File: src/rtl/cpu_sequencer_if.sv
// Handshake/bus bundle between the datapath (master) and cpu_sequencer (slave).
interface cpu_sequencer_if;
  logic [5:0]  opcode;
  logic [5:0]  funct;
  logic        zero;
  logic        intr;
  logic        mem_ack;
  logic        pc_we;
  logic        ir_we;
  logic        rf_we;
  logic        mem_rd;
  logic        mem_wr;
  logic        alu_src;
  logic        reg_dst;
  logic        mem2reg;
  logic [1:0]  pc_sel;
  logic [2:0]  alu_op;
  logic [2:0]  state;
  logic        fault;
  logic [15:0] retired;

  modport master (
    output opcode, funct, zero, intr, mem_ack,
    input  pc_we, ir_we, rf_we, mem_rd, mem_wr, alu_src, reg_dst, mem2reg,
    input  pc_sel, alu_op, state, fault, retired
  );

  modport slave (
    input  opcode, funct, zero, intr, mem_ack,
    output pc_we, ir_we, rf_we, mem_rd, mem_wr, alu_src, reg_dst, mem2reg,
    output pc_sel, alu_op, state, fault, retired
  );
endinterface

File: src/rtl/cpu_sequencer.sv
// Multi-cycle control sequencer for a small MIPS subset (R-type, beq, j,
// addi, lw, sw). Optional interrupt support is enabled by defining
// SEQ_INT_EN; without it intr is ignored and INTR is never entered.
module cpu_sequencer #(
  parameter int WAIT_MAX = 15
) (
  input  logic            clk,
  input  logic            rst_n,
  cpu_sequencer_if.slave  bus
);

  typedef enum logic [2:0] {
    BOOT = 3'd0, FETCH = 3'd1, DECODE = 3'd2, EXEC = 3'd3,
    MEM  = 3'd4, WB    = 3'd5, INTR   = 3'd6, HALT = 3'd7
  } state_e;

  localparam logic [5:0] OP_R    = 6'h00;
  localparam logic [5:0] OP_J    = 6'h02;
  localparam logic [5:0] OP_BEQ  = 6'h04;
  localparam logic [5:0] OP_ADDI = 6'h08;
  localparam logic [5:0] OP_LW   = 6'h23;
  localparam logic [5:0] OP_SW   = 6'h2b;
  localparam int         WW      = (WAIT_MAX < 2) ? 1 : $clog2(WAIT_MAX + 1);

  state_e          state_q, state_d, fetch_ns;
  logic [5:0]      op_q, op_d, fn_q, fn_d;
  logic [WW-1:0]   wait_q, wait_d;
  logic            fault_q, fault_d;
  logic [15:0]     retired_q, retired_d;
  logic            pend_q, pend_clr, retire;
  logic [3:0]      rd_live, rd_q;   // {funct supported, alu_op}

  // R-type funct decode: {valid, alu_op}
  function automatic logic [3:0] r_dec(input logic [5:0] f);
    case (f)
      6'h24:   r_dec = 4'b1_000;
      6'h25:   r_dec = 4'b1_001;
      6'h20:   r_dec = 4'b1_010;
      6'h22:   r_dec = 4'b1_110;
      6'h2a:   r_dec = 4'b1_111;
      default: r_dec = 4'b0_000;
    endcase
  endfunction

  // State register and latched instruction fields / counters
  always_ff @(posedge clk or negedge rst_n) begin
    if (!rst_n) begin
      state_q   <= BOOT;
      op_q      <= '0;
      fn_q      <= '0;
      wait_q    <= '0;
      fault_q   <= 1'b0;
      retired_q <= '0;
    end else begin
      state_q   <= state_d;
      op_q      <= op_d;
      fn_q      <= fn_d;
      wait_q    <= wait_d;
      fault_q   <= fault_d;
      retired_q <= retired_d;
    end
  end

  // Next state, strobes and selects; every "go to FETCH" is diverted to INTR when an interrupt is pending
  always_comb begin
    state_d     = state_q;
    op_d        = op_q;
    fn_d        = fn_q;
    wait_d      = '0;
    fault_d     = fault_q;
    retired_d   = retired_q;
    pend_clr    = 1'b0;
    retire      = 1'b0;
    rd_live     = r_dec(bus.funct);
    rd_q        = r_dec(fn_q);
    fetch_ns    = pend_q ? INTR : FETCH;
    bus.pc_we   = 1'b0;
    bus.ir_we   = 1'b0;
    bus.rf_we   = 1'b0;
    bus.mem_rd  = 1'b0;
    bus.mem_wr  = 1'b0;
    bus.alu_src = 1'b0;
    bus.reg_dst = 1'b0;
    bus.mem2reg = 1'b0;
    bus.pc_sel  = 2'b00;
    bus.alu_op  = 3'b000;
    case (state_q)
      BOOT: begin
        bus.pc_sel = 2'b11;
        bus.pc_we  = 1'b1;
        state_d    = fetch_ns;
      end
      FETCH: begin
        bus.ir_we = 1'b1;
        bus.pc_we = 1'b1;
        state_d   = DECODE;
      end
      DECODE: begin
        op_d = bus.opcode;
        fn_d = bus.funct;
        case (bus.opcode)
          OP_J: begin
            bus.pc_sel = 2'b10;
            bus.pc_we  = 1'b1;
            retire     = 1'b1;
            state_d    = fetch_ns;
          end
          OP_R:                           state_d = rd_live[3] ? EXEC : HALT;
          OP_BEQ, OP_ADDI, OP_LW, OP_SW:  state_d = EXEC;
          default:                        state_d = HALT;
        endcase
        if (state_d == HALT) fault_d = 1'b1;
      end
      EXEC: begin
        case (op_q)
          OP_R: begin
            bus.alu_op  = rd_q[2:0];
            bus.reg_dst = 1'b1;
            state_d     = WB;
          end
          OP_BEQ: begin
            bus.alu_op = 3'b110;
            bus.pc_sel = 2'b01;
            bus.pc_we  = bus.zero;
            retire     = 1'b1;
            state_d    = fetch_ns;
          end
          OP_ADDI, OP_LW, OP_SW: begin
            bus.alu_op  = 3'b010;
            bus.alu_src = 1'b1;
            state_d     = (op_q == OP_ADDI) ? WB : MEM;
          end
          default: begin
            state_d = HALT;
            fault_d = 1'b1;
          end
        endcase
      end
      MEM: begin
        bus.mem_rd = (op_q == OP_LW);
        bus.mem_wr = (op_q == OP_SW);
        // An ack wins even on the last allowed wait cycle
        if (bus.mem_ack) begin
          if (op_q == OP_LW) begin
            state_d = WB;
          end else begin
            retire  = 1'b1;
            state_d = fetch_ns;
          end
        end else if (wait_q == WW'(WAIT_MAX - 1)) begin
          state_d = HALT;
          fault_d = 1'b1;
        end else begin
          wait_d = wait_q + 1'b1;
        end
      end
      WB: begin
        bus.rf_we   = 1'b1;
        bus.mem2reg = (op_q == OP_LW);
        bus.reg_dst = (op_q == OP_R);
        retire      = 1'b1;
        state_d     = fetch_ns;
      end
      INTR: begin
        bus.pc_sel = 2'b11;
        bus.pc_we  = 1'b1;
        pend_clr   = 1'b1;
        state_d    = FETCH;
      end
      HALT: fault_d = 1'b1;
    endcase
    // The completing instruction still counts when its FETCH is diverted to INTR
    if (retire) retired_d = retired_q + 16'd1;
  end

`ifdef SEQ_INT_EN
  logic intr_q, pend_d;

  // Pending flag: set on intr rising edge (ignored in HALT), cleared by INTR; new edges merge
  always_comb begin
    pend_d = (pend_q & ~pend_clr) | (bus.intr & ~intr_q & (state_q != HALT));
  end

  // Interrupt edge detector and pending flag
  always_ff @(posedge clk or negedge rst_n) begin
    if (!rst_n) begin
      intr_q <= 1'b0;
      pend_q <= 1'b0;
    end else begin
      intr_q <= bus.intr;
      pend_q <= pend_d;
    end
  end
`else
  logic unused_intr;
  assign pend_q      = 1'b0;
  assign unused_intr = bus.intr ^ pend_clr;
`endif

  assign bus.state   = state_q;
  assign bus.fault   = fault_q;
  assign bus.retired = retired_q;

endmodule

File: src/flat_wrapper.sv
// flat-port wrapper written by rule: the top's interface ports become plain ports
module cpu_sequencer_flat 
#(
  parameter int WAIT_MAX = 15
)
  (clk, rst_n, bus_opcode, bus_funct, bus_zero, bus_intr, bus_mem_ack, bus_pc_we, bus_ir_we, bus_rf_we, bus_mem_rd, bus_mem_wr, bus_alu_src, bus_reg_dst, bus_mem2reg, bus_pc_sel, bus_alu_op, bus_state, bus_fault, bus_retired);
  cpu_sequencer_if bus_i ();
  input  logic clk;
  input  logic rst_n;
  input wire logic [$bits(bus_i.opcode)-1:0] bus_opcode;
  input wire logic [$bits(bus_i.funct)-1:0] bus_funct;
  input wire logic [$bits(bus_i.zero)-1:0] bus_zero;
  input wire logic [$bits(bus_i.intr)-1:0] bus_intr;
  input wire logic [$bits(bus_i.mem_ack)-1:0] bus_mem_ack;
  output wire logic [$bits(bus_i.pc_we)-1:0] bus_pc_we;
  output wire logic [$bits(bus_i.ir_we)-1:0] bus_ir_we;
  output wire logic [$bits(bus_i.rf_we)-1:0] bus_rf_we;
  output wire logic [$bits(bus_i.mem_rd)-1:0] bus_mem_rd;
  output wire logic [$bits(bus_i.mem_wr)-1:0] bus_mem_wr;
  output wire logic [$bits(bus_i.alu_src)-1:0] bus_alu_src;
  output wire logic [$bits(bus_i.reg_dst)-1:0] bus_reg_dst;
  output wire logic [$bits(bus_i.mem2reg)-1:0] bus_mem2reg;
  output wire logic [$bits(bus_i.pc_sel)-1:0] bus_pc_sel;
  output wire logic [$bits(bus_i.alu_op)-1:0] bus_alu_op;
  output wire logic [$bits(bus_i.state)-1:0] bus_state;
  output wire logic [$bits(bus_i.fault)-1:0] bus_fault;
  output wire logic [$bits(bus_i.retired)-1:0] bus_retired;
  assign bus_i.opcode = bus_opcode;
  assign bus_i.funct = bus_funct;
  assign bus_i.zero = bus_zero;
  assign bus_i.intr = bus_intr;
  assign bus_i.mem_ack = bus_mem_ack;
  assign bus_pc_we = bus_i.pc_we;
  assign bus_ir_we = bus_i.ir_we;
  assign bus_rf_we = bus_i.rf_we;
  assign bus_mem_rd = bus_i.mem_rd;
  assign bus_mem_wr = bus_i.mem_wr;
  assign bus_alu_src = bus_i.alu_src;
  assign bus_reg_dst = bus_i.reg_dst;
  assign bus_mem2reg = bus_i.mem2reg;
  assign bus_pc_sel = bus_i.pc_sel;
  assign bus_alu_op = bus_i.alu_op;
  assign bus_state = bus_i.state;
  assign bus_fault = bus_i.fault;
  assign bus_retired = bus_i.retired;
  cpu_sequencer #(.WAIT_MAX(WAIT_MAX)) u_core (.clk(clk), .rst_n(rst_n), .bus(bus_i));
endmodule
File: config.mk
export PLATFORM = sky130hd
export DESIGN_NAME = cpu_sequencer_flat
export DESIGN_NICKNAME = d
export VERILOG_FILES = /design/src/rtl/cpu_sequencer_if.sv /design/src/rtl/cpu_sequencer.sv /design/src/flat_wrapper.sv
export SDC_FILE = /design/constraint.sdc
export NUM_CORES = 1
export LEC_CHECK = 0
export CORE_UTILIZATION = 30
export CTS_BUF_LIST = sky130_fd_sc_hd__clkbuf_4
export DETAILED_ROUTE_END_ITERATION = 7
export DONT_BUFFER_PORTS = 1
export PLACE_DENSITY_LB_ADDON = 0.3
export SLEW_MARGIN = 5
export SYNTH_ARGS = -nofsm -noshare
export SYNTH_HDL_FRONTEND = slang
export SYNTH_SLANG_ARGS = --single-unit
File: constraint.sdc
create_clock -name clk -period 4.85 [get_ports clk]
set_input_delay 1.455 -clock clk [delete_from_list [all_inputs] [get_ports clk]]
set_output_delay 1.455 -clock clk [all_outputs]
set_load 0.02 [all_outputs]
; Yosys cells after proc, flatten, opt, wreduce, memory -nomap -nowiden
; Index checks and enable logic that the tools add are counted.
[totals]
reg_bits = 36
latch_bits = 0
ram_bits = 0
mem_bits_ro = 0
inputBits = 17
output_inout_bits = 33
memories = 0
[classes]
n_addsub = 2
n_mul = 0
div = 0
order_cmp = 0
eq_ne = 33
shift = 0
muxes = 40
n_bitwise = 0
reduce_logical = 13
[ops]
columns = cell, count
row1 = $eq A6 B6 Y1 const B, 14
row2 = $pmux W3 S5, 2
row3 = $pmux W3 S3, 3
row4 = $pmux W4 S5, 1
row5 = $mux W1, 19
row6 = $mux W3, 6
row7 = $add A16 B1 Y16 const B, 1
row8 = $eq A3 B3 Y1 const B, 5
row9 = $eq A6 B3 Y1 const B, 2
row10 = $eq A6 B4 Y1 const B, 2
row11 = $logic_not A6 Y1, 2
row12 = $mux W4, 3
row13 = $reduce_or A3 Y1, 3
row14 = $pmux W1 S4, 2
row15 = $eq A3 B2 Y1 const B, 2
row16 = $eq A6 B2 Y1 const B, 1
row17 = $pmux W2 S3, 1
row18 = $reduce_and A5 Y1, 1
row19 = $reduce_bool A5 Y1, 1
row20 = $reduce_or A5 Y1, 1
row21 = $add A4 B1 Y4 const B, 1
row22 = $eq A4 B4 Y1 const B, 1
row23 = $ne A2 B1 Y1 const B, 2
row24 = $ne A2 B2 Y1 const B, 2
row25 = 10 further kinds, 10

; Depth between registers and ports, before layout
[logic_depth]
depth_word = 8
ltp_mapped = 8
ltp_nobuf = 7

; Worst setup path before layout
; OpenSTA, ideal clock, no wires.
[synth_timing]
path_type = input to output
start = input port bus_opcode[0]
end = output port bus_pc_sel[1]
arrival_time_ps = 2749
required_ps = 3395
setup_slack_ps = 646
cell_stages = 3
path_cell_list = nor4_2 -> a21boi_0 -> nor4b_1
[synth_via]
elab_chain_cells = 3
[synth_rtl]
columns = item, line_no
row1 = "start, declared", flat_wrapper.sv:10  ; input wire logic [$bits(bus_i.opcode)-1:0] bus_opcode;
row2 = $eq A6 B2 Y1, cpu_sequencer.sv:101  ; case (bus.opcode)
row3 = $mux W2, cpu_sequencer.sv:101
row4 = $pmux W2 S3, cpu_sequencer.sv:87  ; case (state_q)
row5 = "end, declared", flat_wrapper.sv:23  ; output wire logic [$bits(bus_i.pc_sel)-1:0] bus_pc_sel;
; No other way between the ends.

; Worst setup path after layout
; Same ends and word-level chain as after synthesis.

==> flow_metrics.env <==
export IMPL_synth_most_common_cell="dfrtp_1"
export IMPL_dp_hpwl_mm=3.69
export IMPL_drv_cap=0
export IMPL_synth_distinct_cells=53
export IMPL_dpl_cell_area_mm2=0.00227
export IMPL_total_power_mw=1.44
export IMPL_num_antenna_cells=0
export IMPL_status="finished, final reports clean"
export IMPL_synth_nets=241
export IMPL_crit_slowest_cell="nor4_2"
export IMPL_critical_path_cell_chain="nor4_2 -> a21boi_0 -> nor4b_1 -> buf_4"
export IMPL_fin_crit_sh_pct=81.9
export IMPL_place_congestion=0.757
export IMPL_synth_xor_area_share_pct=7.16
export IMPL_holdWs_ns=0.518
export IMPL_max_stage_delay_ns=0.39
export IMPL_vdd_drop_max_v=0.000198
export IMPL_placed_cells=309
export IMPL_coreArea_mm2=0.00691
export IMPL_clk_pin_slew_worst_paths_ns=0.11
export IMPL_rr_worst_depth=4
export IMPL_post_synth_fa_ha_maj_area_fraction_pct=5.04
export IMPL_final_layout_size_suffix_gt1_share_pct=16.7
export IMPL_htreeDepth=2
export IMPL_synth_area_leaders="dfrtp_1 (41%), mux2_2 (7.7%), nand2_1 (3.8%), xnor2_1 (3.2%), xor2_1 (3.2%)"
export IMPL_wl_mm=4.88
export IMPL_setup_slack_ns=0.878
export IMPL_rsz0062_at_grt="false"
export IMPL_yosysWarnings=0
export IMPL_drc_errors=0
export IMPL_setup_tns_ns=0
export IMPL_final_setup_viol_count=0
export IMPL_clk_latency_ns=0.34
export IMPL_timing_hold_violations_final=0
export IMPL_layout_cells_non_filler=317
export IMPL_worstSetupPathType="in2out"
export IMPL_post_cts_buffers=0
export IMPL_postRouteAntennaNets=0
export IMPL_end_kind="output port"
export IMPL_dr_wl_met3_um=294
export IMPL_io_pins=50
export IMPL_p_per_area_mw_per_mm2=612
export IMPL_cts_resized=0
export IMPL_drt_met1_wl_mm=2.27
export IMPL_grt_pass1_wl_mm=8.11
export IMPL_synth_top_family_by_area="simple AND/OR/NAND/NOR gates"
export IMPL_synth_seq_cells=36
export IMPL_drt_iter0_drc=116
export IMPL_vias=1635
export IMPL_grt_max_degree=37
export IMPL_area_growth_pct=7.85
export IMPL_vias_per_cell=5.16
export IMPL_holdCritPathClass="reg2reg"
export IMPL_worst_slew_pin_slew_ns=0.948
export IMPL_grt_overflow=0
export IMPL_synthesis_area_mm2=0.00218
export IMPL_antenna_found_initial=0
export IMPL_final_util_pct=34.1
export IMPL_cts_tree="done"
export IMPL_clock_root_buffer="clkbuf_4"
export IMPL_skew_ns=0.0198
export IMPL_firstDrtPassIters=4
export IMPL_grt_usage_pct=14.1
export IMPL_cp_start_kind="primary input"
export IMPL_arrival_ns=2.52
export IMPL_grt_pass1_vias=1541
export IMPL_seq_area_frac_synth_pct=41.3
export IMPL_synth_simple_gate_area_share_pct=25.2
export IMPL_fin_area_mm2=0.00235
export IMPL_hold_buffers=0
export IMPL_cts_path_max_buffers=2
export IMPL_synthTopCellsByCount="dfrtp_1 (36), nand2_1 (22), nor2_1 (16), mux2_2 (15), nand3_1 (10)"
export IMPL_synth_compound_area_share_pct=10.1
export IMPL_path_max_fanout=4
export IMPL_whs_path_depth=1
export IMPL_finalCriticalPeriod_ns=3.97
export IMPL_start_util_pct=31.6
export IMPL_avgSynthCellArea_um2=10.0
export IMPL_yosys_most_used_dff="dfrtp_1"
export IMPL_synth_edf_count=0
export IMPL_synth_top_area_cell="dfrtp_1"
export IMPL_slew_headroom_pct=36.2
export IMPL_numClockSinks=36
export IMPL_die_h_um=87.3
export IMPL_wl_met2_mm=2.25
export IMPL_synthMuxAreaShare_pct=8.19
export IMPL_leakage_nw=0.846
export IMPL_max_freq_ghz=0.252
export IMPL_rrSetupSlack_ns=2.20
export IMPL_drv_slew=0
export IMPL_die_area_mm2=0.00762
export IMPL_dpl_worst_slack_ns=0.845
export IMPL_ys_async_sr_fraction_pct=100
export IMPL_syn_inst=218
export IMPL_portBuffers=0
export IMPL_nets=243
export IMPL_fp_dieW_um=87.3
export IMPL_cts_buffers=5
export IMPL_synth_top_area_share_pct=41.3
export IMPL_avgRoutedWirePerCell_um=15.4
export IMPL_top_layer_used="met4"
export IMPL_num_rows=30
export IMPL_cp_required_ns=3.39
==> sequential cells by signal, indices dropped and copies added, names as in the netlist <==
signal and count:
u_core.bus.fault 1, u_core.bus.retired 16, u_core.bus.state 3, u_core.fn_q 6, u_core.op_q 6, u_core.wait_q 4
==> layout make-up <==
type | instances | area (um2)
Tap cell | 96 | 120
Clock buffer | 6 | 45.0
Inverter | 6 | 22.5
Sequential cell | 36 | 901
Multi-Input combinational cell | 169 | 1220
Fill cell | 740 | 4550
Timing Repair Buffer | 2 | 15.0
Clock inverter | 2 | 35.0
==> power breakdown <==
| group | total [mW] | internal (mW) | switching [mW] |
|---|---|---|---|
| logic | 0.647 | 0.295 | 0.353 |
| clock network | 0.215 | 0.114 | 0.101 |
| registers | 0.578 | 0.391 | 0.187 |
| total | 1.44 | 0.799 | 0.641 |
==> logic make-up (layout without fill, tap and decap cells) <==
group                    count (synthesis)  count (layout)
multiplexers                            16              16
flip-flops                              36              36
AO/OA/AOI/OAI                           32              32
buffers and inverters                   13              16
adder cells (fa/ha/maj)                  8               8
AND/OR/NAND/NOR                         96              96
XOR/XNOR                                17              17
==> worst paths after layout <==
| kind | to | startpoint |
|---|---|---|
| setup / recovery | bus_pc_sel[1] | bus_opcode[0] |
| hold / removal | u_core.wait_q[0] | u_core.wait_q[0] |
| setup reg to reg | u_core.bus.retired[1] | u_core.bus.state[0] |
| hold reg to reg | u_core.wait_q[0] | u_core.wait_q[0] |
| max in group asynchronous | u_core.bus.retired[4] | rst_n |
| min in group asynchronous | u_core.fn_q[3] | rst_n |
==> worst max-delay path: cells and delay by family <==
kind | cells | cell delay (ns)
AO/OA/AOI/OAI | 1 | 0.18
buffers and inverters | 1 | 0.20
AND/OR/NAND/NOR | 2 | 0.67
==> routing by layer <==
| layer | vias to the layer above | global-route usage, % |
|---|---|---|
| met5 | - | 0 |
| met4 | 0 | 4.47 |
| met3 | 6 | 4.17 |
| met2 | 39 | 20.9 |
| met1 | 796 | 19.6 |
| li1 | 794 | - |
==> layout by cell type (no fill, tap or decap), drive strengths merged, types with 7 or more instances in the layout <==
cell,n
xor2,8
a31oi,7
nand3,11
nor3,10
nor2,16
nand2,23
dfrtp,36
xnor2,9
mux2,15
No activity file was read; power rests on OpenSTA's default activity.
==> patch (same flow settings) <==
`WAIT_MAX` is set to 15 in 2 places; all go to 30.
--- a/src/rtl/cpu_sequencer.sv
+++ b/src/rtl/cpu_sequencer.sv
@@ -4,3 +4,3 @@
 module cpu_sequencer #(
-  parameter int WAIT_MAX = 15
+  parameter int WAIT_MAX = 30
 ) (
--- a/src/flat_wrapper.sv
+++ b/src/flat_wrapper.sv
@@ -3,3 +3,3 @@
 #(
-  parameter int WAIT_MAX = 15
+  parameter int WAIT_MAX = 30
 )
Behaviour: same outputs for any inputs over 10 cycles, from zero or initial values and one cycle with rst_n low; that may be too few to reach the edited logic, so the function may still have changed.
==> patch against the original RTL <==
Cell count shrank 3.8%; area after synthesis shrank 3.0%; routed wire length shrank 4.8%; total power shrank 13%; maximum frequency shrank 13%; design area shrank 2.4%; sequential cell count grew 1; die area shrank 2.9%; setup slack lost 0.60 ns; critical path type unchanged; largest power group is now registers.
==> patch: results (changes against the original RTL) <==
Status
  – Outcome: finished, final reports clean (unchanged)

Clock tree
  – Clock Root Buffer: clkbuf_4 (unchanged)
  – Worst skew pair latency: 0.34 ns (about the same)

Logic synthesis
  – Ranking of synthesized cells by area: dfrtp_1, xnor2_1, mux2_2 (was dfrtp_1, mux2_2, nand2_1)
  – Syn_nets: 228 (was 241)
  – Compound-Gate Fraction of Synth Area: 15.6% (was 10.1%)
  – Post-Syn Instances: 206 (was 218)
  – Post-synthesis sequential area ratio: 43.7% (was 41.3%)
  – Post-synth top cells: dfrtp_1, nor2_1, xnor2_1, nand2_1, mux2_2 (was dfrtp_1, nand2_1, nor2_1, mux2_2, nand3_1)
  – Synth Area in XOR/XNOR: 7.44% (was 7.16%)
  – Post-Synth Adder-Cell Area: 4.13% (was 5.04%)
  – Mux contribution to synthesized area: 6.79% (was 8.19%)
  – Fraction of registers with async set/reset: 100% (unchanged)

Drt
  – Met1 Wirelength: 2020 um (was 2270 um)
  – Wire per inst: 15.2 um (was 15.4 um)
  – Met2 wire length: 2180 um (was 2250 um)
  – Met3 WL post-DR: 416 um (was 294 um)
  – Top Metal Used: met4 (unchanged)
  – Iteration-0 DRC Markers: 93 (was 116)
  – Routed vias/inst: 5.17 (was 5.16)

Layout
  – Filler instances: 708 (was 740)
  – Antenna Cells: 0 (unchanged)
  – Non-filler cells, final: 305 (was 317)
  – Layout cells sized above 1: 14.8% (was 16.7%)

STA
  – WHS: 0.509 ns (was 0.518 ns)
  – Worst-margin pin slew: 0.970 ns (was 0.948 ns)
  – Max frequency: 0.219 GHz (was 0.252 GHz)
  – Clock skew: 0.0137 ns (was 0.0198 ns)

Critical path
  – CP Capture Point: bus_pc_we (was bus_pc_sel[1])
  – Max FO, Critical Path: 4 (unchanged)
  – Reg2Reg Depth: 5 (was 4)
  – CP arrival: 3.12 ns (was 2.52 ns)
  – RR Endpoint: u_core.bus.state[2] (was u_core.bus.retired[1])
  – Worst R2R Setup Slack: 2.50 ns (was 2.20 ns)
  – Worst r2r src: u_core.bus.state[2] (was u_core.bus.state[0])

Placement
  – Placed Cells: 297 (was 309)
  – Placer Congestion: 0.749 (was 0.757)
  – Placement Setup Slack: 0.279 ns (was 0.845 ns)
  – Area post-placement: 0.00222 mm^2 (was 0.00227 mm^2)
  – Port Buffers: 0 (unchanged)
  – DPL Wire Length: 3490 um (was 3690 um)

Global routing
  – Largest net degree at the start of global routing: 38 (was 37)
  – First-pass GRT wire length: 7760 um (was 8110 um)
  – Vias in the first global route: 1625 (was 1541)
  – Total Routing Usage GR: 13.5% (was 14.1%)

Floorplanning
  – Initial Utilization: 31.2% (was 31.6%)

Power and ir drop
  – Peak supply drop: 0.252 mV (was 0.198 mV)
  – LEAKAGE: 0.860 nW (was 0.846 nW)
-- patch: changes by cell type in the layout (fill, tap and decap cells not counted), sizes merged, moves of 3 or more --
cell,delta
o211ai,+3
xnor2,+7
o2111ai,+3
xor2,-6
o21ai,+6
nand4,-3
nand3,-4
nand2,-11
nor3,-7
mux2,-4
-- patch: layer usage --
layer	GRT usage, %	vias to the layer above
met2	21.6	60
li1	-	753
met4	3.03	0
met5	0	-
met1	17.0	758
met3	5.77	6
-- patch: power by group --
group          switching [W]  internal [W]
Clock               0.000114      0.000110
Sequential          0.000158      0.000393
Combinational       0.000262      0.000209
Total               0.000533      0.000712
-- patch: cell type report --
cell class	count	area, um^2	area share (%)
clock buffers	5	37.5	1.63
clock inverters	3	43.8	1.91
inverters	7	26.3	1.14
multi-input cells	155	1130	49.2
flip-flops and latches	37	926	40.3
well taps	96	120	5.23
repair buffers	2	15.0	0.653
-- patch: critical path, stage by stage --
cell     delay (ns)
or4_4          0.52
or3b_2         0.49
and2_1         0.18
o32ai_1        0.27
buf_4          0.20
